$ cat src/rtl/matmul_stream_ctrl.sv
// matmul_stream_ctrl
//   Streaming wrapper around the N x N systolic matmul array controller.
//   It collects 2*N*N operand elements from a valid/ready input stream into
//   flat A/B vectors, enables the array until it reports done (or a timeout
//   expires), and then replays the captured N*N result as a valid/ready
//   output stream.
//
// Ports
//   i_clk, i_rst              clock, synchronous active-high reset
//   i_s_valid/o_s_ready/i_s_data   input element stream (A then B, row-major)
//   i_mode                    job mode, latched with element 0
//   o_A, o_B, o_en, o_mode    operands, enable and mode to the array
//   i_C, i_done               flat result and done flag from the array
//   o_m_valid/i_m_ready/o_m_data/o_m_last  result element stream
//   o_busy                    high while running or draining
//   o_err                     sticky timeout flag, cleared only by reset
module matmul_stream_ctrl #(
    parameter int W       = 16,
    parameter int N       = 3,
    parameter int TIMEOUT = 32
) (
    input  logic             i_clk,
    input  logic             i_rst,
    input  logic             i_s_valid,
    output logic             o_s_ready,
    input  logic [W-1:0]     i_s_data,
    input  logic             i_mode,
    output logic [W*N*N-1:0] o_A,
    output logic [W*N*N-1:0] o_B,
    output logic             o_en,
    output logic             o_mode,
    input  logic [W*N*N-1:0] i_C,
    input  logic             i_done,
    output logic             o_m_valid,
    input  logic             i_m_ready,
    output logic [W-1:0]     o_m_data,
    output logic             o_m_last,
    output logic             o_busy,
    output logic             o_err
);

    localparam int NN = N * N;
    localparam int KW = $clog2(2 * NN);
    localparam int JW = (NN > 1) ? $clog2(NN) : 1;
    localparam int TW = $clog2(TIMEOUT + 1);

    typedef enum logic [1:0] {
        S_LOAD  = 2'd0,
        S_RUN   = 2'd1,
        S_DRAIN = 2'd2
    } state_t;

    state_t          state_q, state_d;
    logic [KW-1:0]   k_q, k_d;
    logic [JW-1:0]   j_q, j_d;
    logic [TW-1:0]   tmo_q, tmo_d;
    logic [W*NN-1:0] a_q, a_d;
    logic [W*NN-1:0] b_q, b_d;
    logic [W*NN-1:0] c_q, c_d;
    logic            mode_q, mode_d;
    logic            err_q, err_d;

    always_comb begin
        state_d = state_q;
        k_d     = k_q;
        j_d     = j_q;
        tmo_d   = tmo_q;
        a_d     = a_q;
        b_d     = b_q;
        c_d     = c_q;
        mode_d  = mode_q;
        err_d   = err_q;

        case (state_q)
            S_LOAD: begin
                if (i_s_valid) begin
                    if (k_q == '0) begin
                        mode_d = i_mode;
                    end
                    // First N*N elements are A, the next N*N are B.
                    if (int'(k_q) < NN) begin
                        a_d[int'(k_q)*W +: W] = i_s_data;
                    end else begin
                        b_d[(int'(k_q) - NN)*W +: W] = i_s_data;
                    end
                    if (int'(k_q) == 2*NN - 1) begin
                        k_d     = '0;
                        tmo_d   = '0;
                        state_d = S_RUN;
                    end else begin
                        k_d = k_q + KW'(1);
                    end
                end
            end
            S_RUN: begin
                // Done has priority over a timeout expiring in the same cycle.
                if (i_done) begin
                    c_d     = i_C;
                    state_d = S_DRAIN;
                end else if (int'(tmo_q) == TIMEOUT - 1) begin
                    c_d     = '0;
                    err_d   = 1'b1;
                    state_d = S_DRAIN;
                end else begin
                    tmo_d = tmo_q + TW'(1);
                end
            end
            S_DRAIN: begin
                if (i_m_ready) begin
                    if (int'(j_q) == NN - 1) begin
                        j_d     = '0;
                        state_d = S_LOAD;
                    end else begin
                        j_d = j_q + JW'(1);
                    end
                end
            end
            default: begin
                state_d = S_LOAD;
            end
        endcase
    end

    always_ff @(posedge i_clk) begin
        if (i_rst) begin
            state_q <= S_LOAD;
            k_q     <= '0;
            j_q     <= '0;
            tmo_q   <= '0;
            a_q     <= '0;
            b_q     <= '0;
            c_q     <= '0;
            mode_q  <= 1'b0;
            err_q   <= 1'b0;
        end else begin
            state_q <= state_d;
            k_q     <= k_d;
            j_q     <= j_d;
            tmo_q   <= tmo_d;
            a_q     <= a_d;
            b_q     <= b_d;
            c_q     <= c_d;
            mode_q  <= mode_d;
            err_q   <= err_d;
        end
    end

    // All stream outputs are decoded from registered state only.
    assign o_s_ready = (state_q == S_LOAD);
    assign o_en      = (state_q == S_RUN);
    assign o_m_valid = (state_q == S_DRAIN);
    assign o_m_last  = (state_q == S_DRAIN) && (int'(j_q) == NN - 1);
    assign o_m_data  = c_q[int'(j_q)*W +: W];
    assign o_busy    = (state_q == S_RUN) || (state_q == S_DRAIN);
    assign o_A       = a_q;
    assign o_B       = b_q;
    assign o_mode    = mode_q;
    assign o_err     = err_q;

endmodule

$ cat config.mk
export PLATFORM = sky130hd
export DESIGN_NAME = matmul_stream_ctrl
export DESIGN_NICKNAME = d
export VERILOG_FILES = /design/src/rtl/matmul_stream_ctrl.sv
export SDC_FILE = /design/constraint.sdc
export NUM_CORES = 1
export LEC_CHECK = 0
export CAP_MARGIN = 10
export CORE_MARGIN = 8
export CORE_UTILIZATION = 39
export CTS_BUF_LIST = sky130_fd_sc_hd__clkbuf_8
export DETAILED_ROUTE_END_ITERATION = 6
export PLACE_DENSITY = 0.66
export SLEW_MARGIN = 20
export SYNTH_ARGS = -nofsm -noshare
export SYNTH_HDL_FRONTEND = slang
export SYNTH_SLANG_ARGS = --single-unit
$ cat constraint.sdc
create_clock -name i_clk -period 9.9 [get_ports i_clk]
set_clock_uncertainty 0.1 [all_clocks]
set_input_delay 0.99 -clock i_clk [delete_from_list [all_inputs] [get_ports i_clk]]
set_output_delay 0.99 -clock i_clk [all_outputs]
set_load 0.01 [all_outputs]
==> results of run 1 <==
==> worst register-to-register path: stages, from the launching register on <==
cell	delay, ps
dfxtp_1	600
inv_1	160
ha_1	370
xnor2_2	510
nand3_1	200
inv_1	100
ha_1	260
nor4bb_1	390
nand4_1	220
nor4b_2	660
nand3_2	600
mux2i_1	340
==> stage by stage <==
stage	std cells	util
final	2966	0.538
after floorplan	1865	-
after global placement	2827	0.503
after CTS	2964	0.538
after global routing	2965	0.538
after detailed placement	2827	0.503
==> Yosys cell counts, types with 2 or more instances <==
master      n
dfxtp_1   451
xor2_1      2
ha_1       17
and3b_1     2
inv_1      13
and4_1      5
a211oi_1    5
xnor2_2     2
mux2i_1   227
nor4_2      2
a21oi_1    92
nor3_1      9
nand4_1    12
nand2b_1  165
xnor2_1     7
or2_2       2
nor3b_1     2
nor2_1    229
nand3_1    34
or3_1       4
buf_2      13
clkbuf_1  108
buf_4      11
mux4_2     32
and2_1     22
nand2_1   184
nor2b_1     3
a22oi_1   144
o211ai_1    2
nor4bb_1    4
o21ai_0    24
buf_1       6
nand3_2     8
==> state kept, by name, indices dropped and copies added, names as in the netlist <==
register	cells
o_B	144
o_mode	1
j_q	4
o_A	144
c_q	144
k_q	5
tmo_q	6
o_err	1
state_q	2
==> layout by cell type, fill, tap and decap left out, types with 32 or more instances in the layout <==
| cell | netlist | layout |
|---|---|---|
| clkdlybuf4s50_1 | 0 | 475 |
| dfxtp_1 | 451 | 450 |
| nor2_1 | 229 | 229 |
| mux2i_1 | 227 | 227 |
| nand2_1 | 184 | 183 |
| nand2b_1 | 165 | 165 |
| a22oi_1 | 144 | 144 |
| clkbuf_8 | 0 | 97 |
| a21oi_1 | 92 | 92 |
| inv_1 | 13 | 42 |
| nand3_1 | 34 | 34 |
| mux4_2 | 32 | 32 |
==> routing by layer <==
layer / wire length [um] / global-route usage
met4: 2250 / 0.0923
met3: 4830 / 0.0658
met5: 27 / 0
met2: 29900 / 0.371
met1: 26200 / 0.267
==> worst max path at each step <==
| stage | to | slack (ps) | startpoint |
|---|---|---|---|
| floorplan | o_B[22] | 6270 | k_q[0] |
| global placement | o_B[101] | 5550 | k_q[0] |
| detailed placement | o_B[111] | 5320 | k_q[0] |
| CTS | o_B[100] | 5300 | k_q[0] |
| global route | o_B[100] | 4950 | k_q[0] |
| finish | o_B[100] | 5310 | k_q[0] |
==> final cells by class <==
class / instances / area (sq um) / area share
diodes: 2 / 5.00 / 0.000201
clock buffers: 97 / 1340 / 0.0537
clock inverters: 40 / 249 / 0.0100
inverters: 14 / 52.6 / 0.00211
multi-input cells: 1261 / 8540 / 0.343
flip-flops and latches: 451 / 9030 / 0.363
well taps: 607 / 759 / 0.0305
repair buffers: 494 / 4900 / 0.197
==> cells by family (layout without fill, tap and decap cells) <==
logic type | after synthesis | in the layout
xor gates and xnor gates | 11 | 11
muxes | 259 | 259
other | 0 | 2
adders and majority gates | 17 | 17
and+or+nand+nor | 695 | 695
AOI/OAI and AO/OA | 279 | 279
buffers and inverters | 153 | 645
DFF | 451 | 451
==> report_power, final <==
part | leakage, nW | switching (mW) | internal [mW]
logic | 5.17 | 0.104 | 0.0904
registers | 3.63 | 0.00322 | 1.82
clock network | 0.911 | 0.758 | 0.958
==> run summary, run 1 <==
IO buf count: 476
Post-CTS Setup Repair Bufs: 0
Hold-fix buffers, CTS: 0
CTS Buffer Depth: 3
CTS tree: yes
Setup violators final: 0
Post-route setup slack: 5310 ps
Ys flop type: dfxtp_1
Fill cells: 4145
Worst setup SP type: register
Lkg Pwr: 9.71 nW
Placed Area: 23300 sq um
Maximum VDD drop: 0.0936 mV
Hold path depth: 2
Number of global-route vias before repair: 15500
Post-Synth XOR/XNOR Area: 0.00612
Final Hold Viols: 0
Seq/Total Area, Yosys: 0.496
Via count: 15400
Power, Total: 3.73 mW
Post-synth ARST share: 0
DRC errors left: 0
Post-Synth Adder-Cell Area: 0.0117
Pwr per Cell Area: 150 nW/um^2
Hold wc startpoint: o_A[62]
Die area: 53800 sq um
Worst r2r path cells: 11
Post-Syn Instances: 1865
Simple-gate share of the synthesized area: 0.185
Largest cells by area after synthesis: dfxtp_1 50%, mux2i_1 12%, a22oi_1 5.9%, nand2b_1 5.7%, nor2_1 4.7%
Worst path depth: 11
Hold Path Class: register to register
Largest net degree at the start of global routing: 166
# resized after CTS: 0
Post-Syn Area: 18200 sq um
Max-Cap Viols: 0
Required @ worst endpoint: 10320 ps
DRT iter0 DRCs: 988
Worst setup EP type: register
DR pass1 iterations: 5
CP max stage delay: 660 ps
EDFF count, synth: 0
Largest family of logic cells by synthesized area: simple AND/OR/NAND/NOR gates
I/O Pins: 477
Compound-Gate Fraction of Synth Area: 0.101
Slowest CP cell: nor4b_2
Critical Path AT: 5010 ps
Period minus WS final: 4590 ps
YS warnings: 0
Mux cell area share after synthesis: 0.165
Fmax: 218 MHz
Inserted Clock Buffers: 79
Post-Place Worst Slack: 5320 ps
Starting density of the core: 0.393
Clock Latency Late Sink: 620 ps
Slew @ Worst Pin: 1130 ps
Synth Area per Inst: 9.75 sq um
First-pass GRT wire length: 93.7 mm
Drt via density: 5.20
Post-route cell area: 24900 sq um
Status: finished clean
Std-Cell Core Area: 46300 sq um
Initial antenna violation count: 3
Hold WS: 349 ps
Worst r2r src: k_q[0]
CTS Sinks: 451
Row count: 79
GPL Wtd Cong: 0.843
CP Class: register to register
Fin crit share: 0.464
Reg2Reg Setup Slack: 5310 ps
Synth cell types: 55
End of the worst hold path: o_A[62]
DIE WIDTH: 232 um
CTS root buffer: clkbuf_8
Crit path max-delay family: simple AND/OR/NAND/NOR gates
CTS clk-pin slew, worst paths: 60 ps
Slew headroom: 0.246
Gr usage total: 0.223
Setup TNS: 0 ps
Share of the synthesized area in the top cell type: 0.496
Register bit total from synthesis: 451
Worst r2r dst: o_B[100]
Total gr overflow: 0
Crit Path Max Fanout: 16
H-tree Lvls: 3
Routed wire length: 63.2 mm
Post-route ant nets: 0
Syn Nets: 2048
HPWL after DPL: 45.3 mm
Crit path buf inv count: 2
Nets@finish: 2484
RSZ-0062 raised after global routing: no
Leading area contributor after synthesis: dfxtp_1
Die Y: 232 um
Area Growth Syn to Fin: 36.7%
Slew Limit Fails: 0
WL/cell: 21.3 um
Share of cells above drive strength 1: 0.0776
CP cell instances: inv_1 > ha_1 > xnor2_2 > nand3_1 > inv_1 > ha_1 > nor4bb_1 > nand4_1 > nor4b_2 > nand3_2 > mux2i_1
Note: power is estimated with default switching activity, not from simulation.
==> run 2, diff against run 1 <==
==> constraint.sdc (replaced) <==
create_clock -name i_clk -period 4.3 [get_ports i_clk]
set_clock_uncertainty 0.1 [all_clocks]
set_input_delay 0.43 -clock i_clk [delete_from_list [all_inputs] [get_ports i_clk]]
set_output_delay 0.43 -clock i_clk [all_outputs]
set_load 0.01 [all_outputs]
==> run summary, run 2 (synthesized netlist as in run 1, its figures left out) <==
Crit Path Max Fanout: 16 (unchanged)
Status: finished clean
Pwr per Cell Area: 340 nW/um^2 (+130%)
Initial antenna violation count: 3 (unchanged)
Share of cells above drive strength 1: 0.0836 (+0.00597)
HPWL after DPL: 46.3 mm (+2.3%)
First-pass GRT wire length: 94.6 mm (+0.92%)
Gr usage total: 0.226 (+0.00259)
IO buf count: 476 (unchanged)
H-tree Lvls: 3 (unchanged)
Crit. Startpoint: k_q[2]
Commonest non-fill, non-tap cell in the layout: clkdlybuf4s50_1
RSZ-0062 raised after global routing: yes
Post-route ant nets: 0 (unchanged)
Placed Instances: 2841 (+0.50%)
Worst setup EP type: register
DRC errors left: 0 (unchanged)
Area Growth Syn to Fin: 37.4%
Period minus WS final: 4170 ps (-422 ps)
I/O Pins: 477 (unchanged)
Worst setup SP type: register
CTS Buffer Depth: 3 (unchanged)
Hold Path Class: input port to register
CTS root buffer: clkbuf_8
DRT iter0 DRCs: 1132 (+15%)
Total gr overflow: 0 (unchanged)
Post-CTS Setup Repair Bufs: 0 (unchanged)
Final core occ: 0.540 (+0.00276)
Die Y: 232 um (unchanged)
DIE WIDTH: 232 um (unchanged)
Setup violators final: 0 (unchanged)
Slew Limit Fails: 0 (unchanged)
Hold wc startpoint: i_rst
Nets@finish: 2495 (+0.44%)
Row count: 79 (unchanged)
Largest net degree at the start of global routing: 135 (-19%)
Fin crit share: 0.969 (+0.506)
CTS clk-pin slew, worst paths: 60 ps (about the same)
# diodes: 0 (-2)
Fin cells: 2975 (+0.30%)
Final Hold Viols: 0 (unchanged)
Max-Cap Viols: 0 (unchanged)
Worst r2r src: k_q[2]
Std-Cell Core Area: 46300 sq um (unchanged)
Inserted Clock Buffers: 76 (-3.8%)
Fmax: 240 MHz (+10%)
CTS tree: yes
Post-route cell area: 25000 sq um (+0.51%)
CP Class: register to register
CTS Sinks: 451 (unchanged)
Clock Latency Late Sink: 620 ps (about the same)
Critical Path AT: 4600 ps (-410 ps)
Routed wire length: 63.9 mm (+1.1%)
WL/cell: 21.5 um (+0.81%)
Maximum VDD drop: 0.234 mV (+150%)
Slew @ Worst Pin: 947 ps (-180 ps)
Placed Area: 23400 sq um (+0.61%)
Via count: 15600 (+0.86%)
Required @ worst endpoint: 4730 ps (-5590 ps)
Starting density of the core: 0.393 (unchanged)
Die area: 53800 sq um (unchanged)
Lkg Pwr: 9.76 nW (+0.52%)
Number of global-route vias before repair: 15500 (-0.48%)
DR pass1 iterations: 5 (unchanged)
Slew headroom: 0.368 (+0.122)
Most frequent cells in the layout: 475 x clkdlybuf4s50_1, 450 x dfxtp_1, 229 x nor2_1
GPL Wtd Cong: 0.873 (+3.5%)
Drt via density: 5.23 (+0.56%)
Fill cells: 4123 (-0.53%)
-- run 2: cell type report --
class,count,area [sq um],share of cell area
Tap cell,607,759,0.0304
Inverter,14,52.6,0.00210
Timing Repair Buffer,508,5050,0.202
Multi-Input combinational cell,1261,8560,0.343
Clock buffer,99,1360,0.0545
Clock inverter,35,185,0.00741
Sequential cell,451,9030,0.361
-- run 2: report_power, final --
part	switching (mW)	internal, mW
Combinational	0.239	0.214
Clock	1.73	2.12
Sequential	0.00723	4.19
Total	1.97	6.52
-- run 2: repair_timing --
item,CTS,global route
setup endpoints to repair,0,80
hold buffers,0,0
gates resized for setup,0,3
-- run 2: path summary, 6_finish.rpt --
| check | depth (start not counted) | to | slack (ps) |
|---|---|---|---|
| max | 10 | o_B[121] | 130 |
| min | 2 | o_A[25] | 160 |
| max reg2reg | 10 | o_B[121] | 130 |
| min reg2reg | 2 | o_A[74] | 350 |
-- run 2: layer usage --
metal,vias to the layer above,GRT usage,wire length (um)
met3,115,0.0629,5080
met1,7495,0.273,26200
met5,-,0,40
met2,589,0.379,30600
met4,6,0.0820,1930
li1,7361,-,-
-- run 2: critical path, stage by stage (launching register included) --
cell	delay [ps]
dfxtp_1	720
nor3_1	240
o21ai_0	630
inv_1	110
ha_1	360
nor4bb_1	450
nand4_1	220
nor4b_2	250
buf_4	200
nand3_2	440
mux2i_1	340
-- run 2: metrics by stage --
step                power [mW]  worst slack [ps]  setup TNS (ps)  hold slack (ps)
floorplan                 4.47               670               0              354
global placement          4.73               368               0              339
detailed placement        4.73               174               0              343
CTS                       8.58               151               0              165
global route              8.80              -198           -6920              189
finish                    8.49               133               0              159
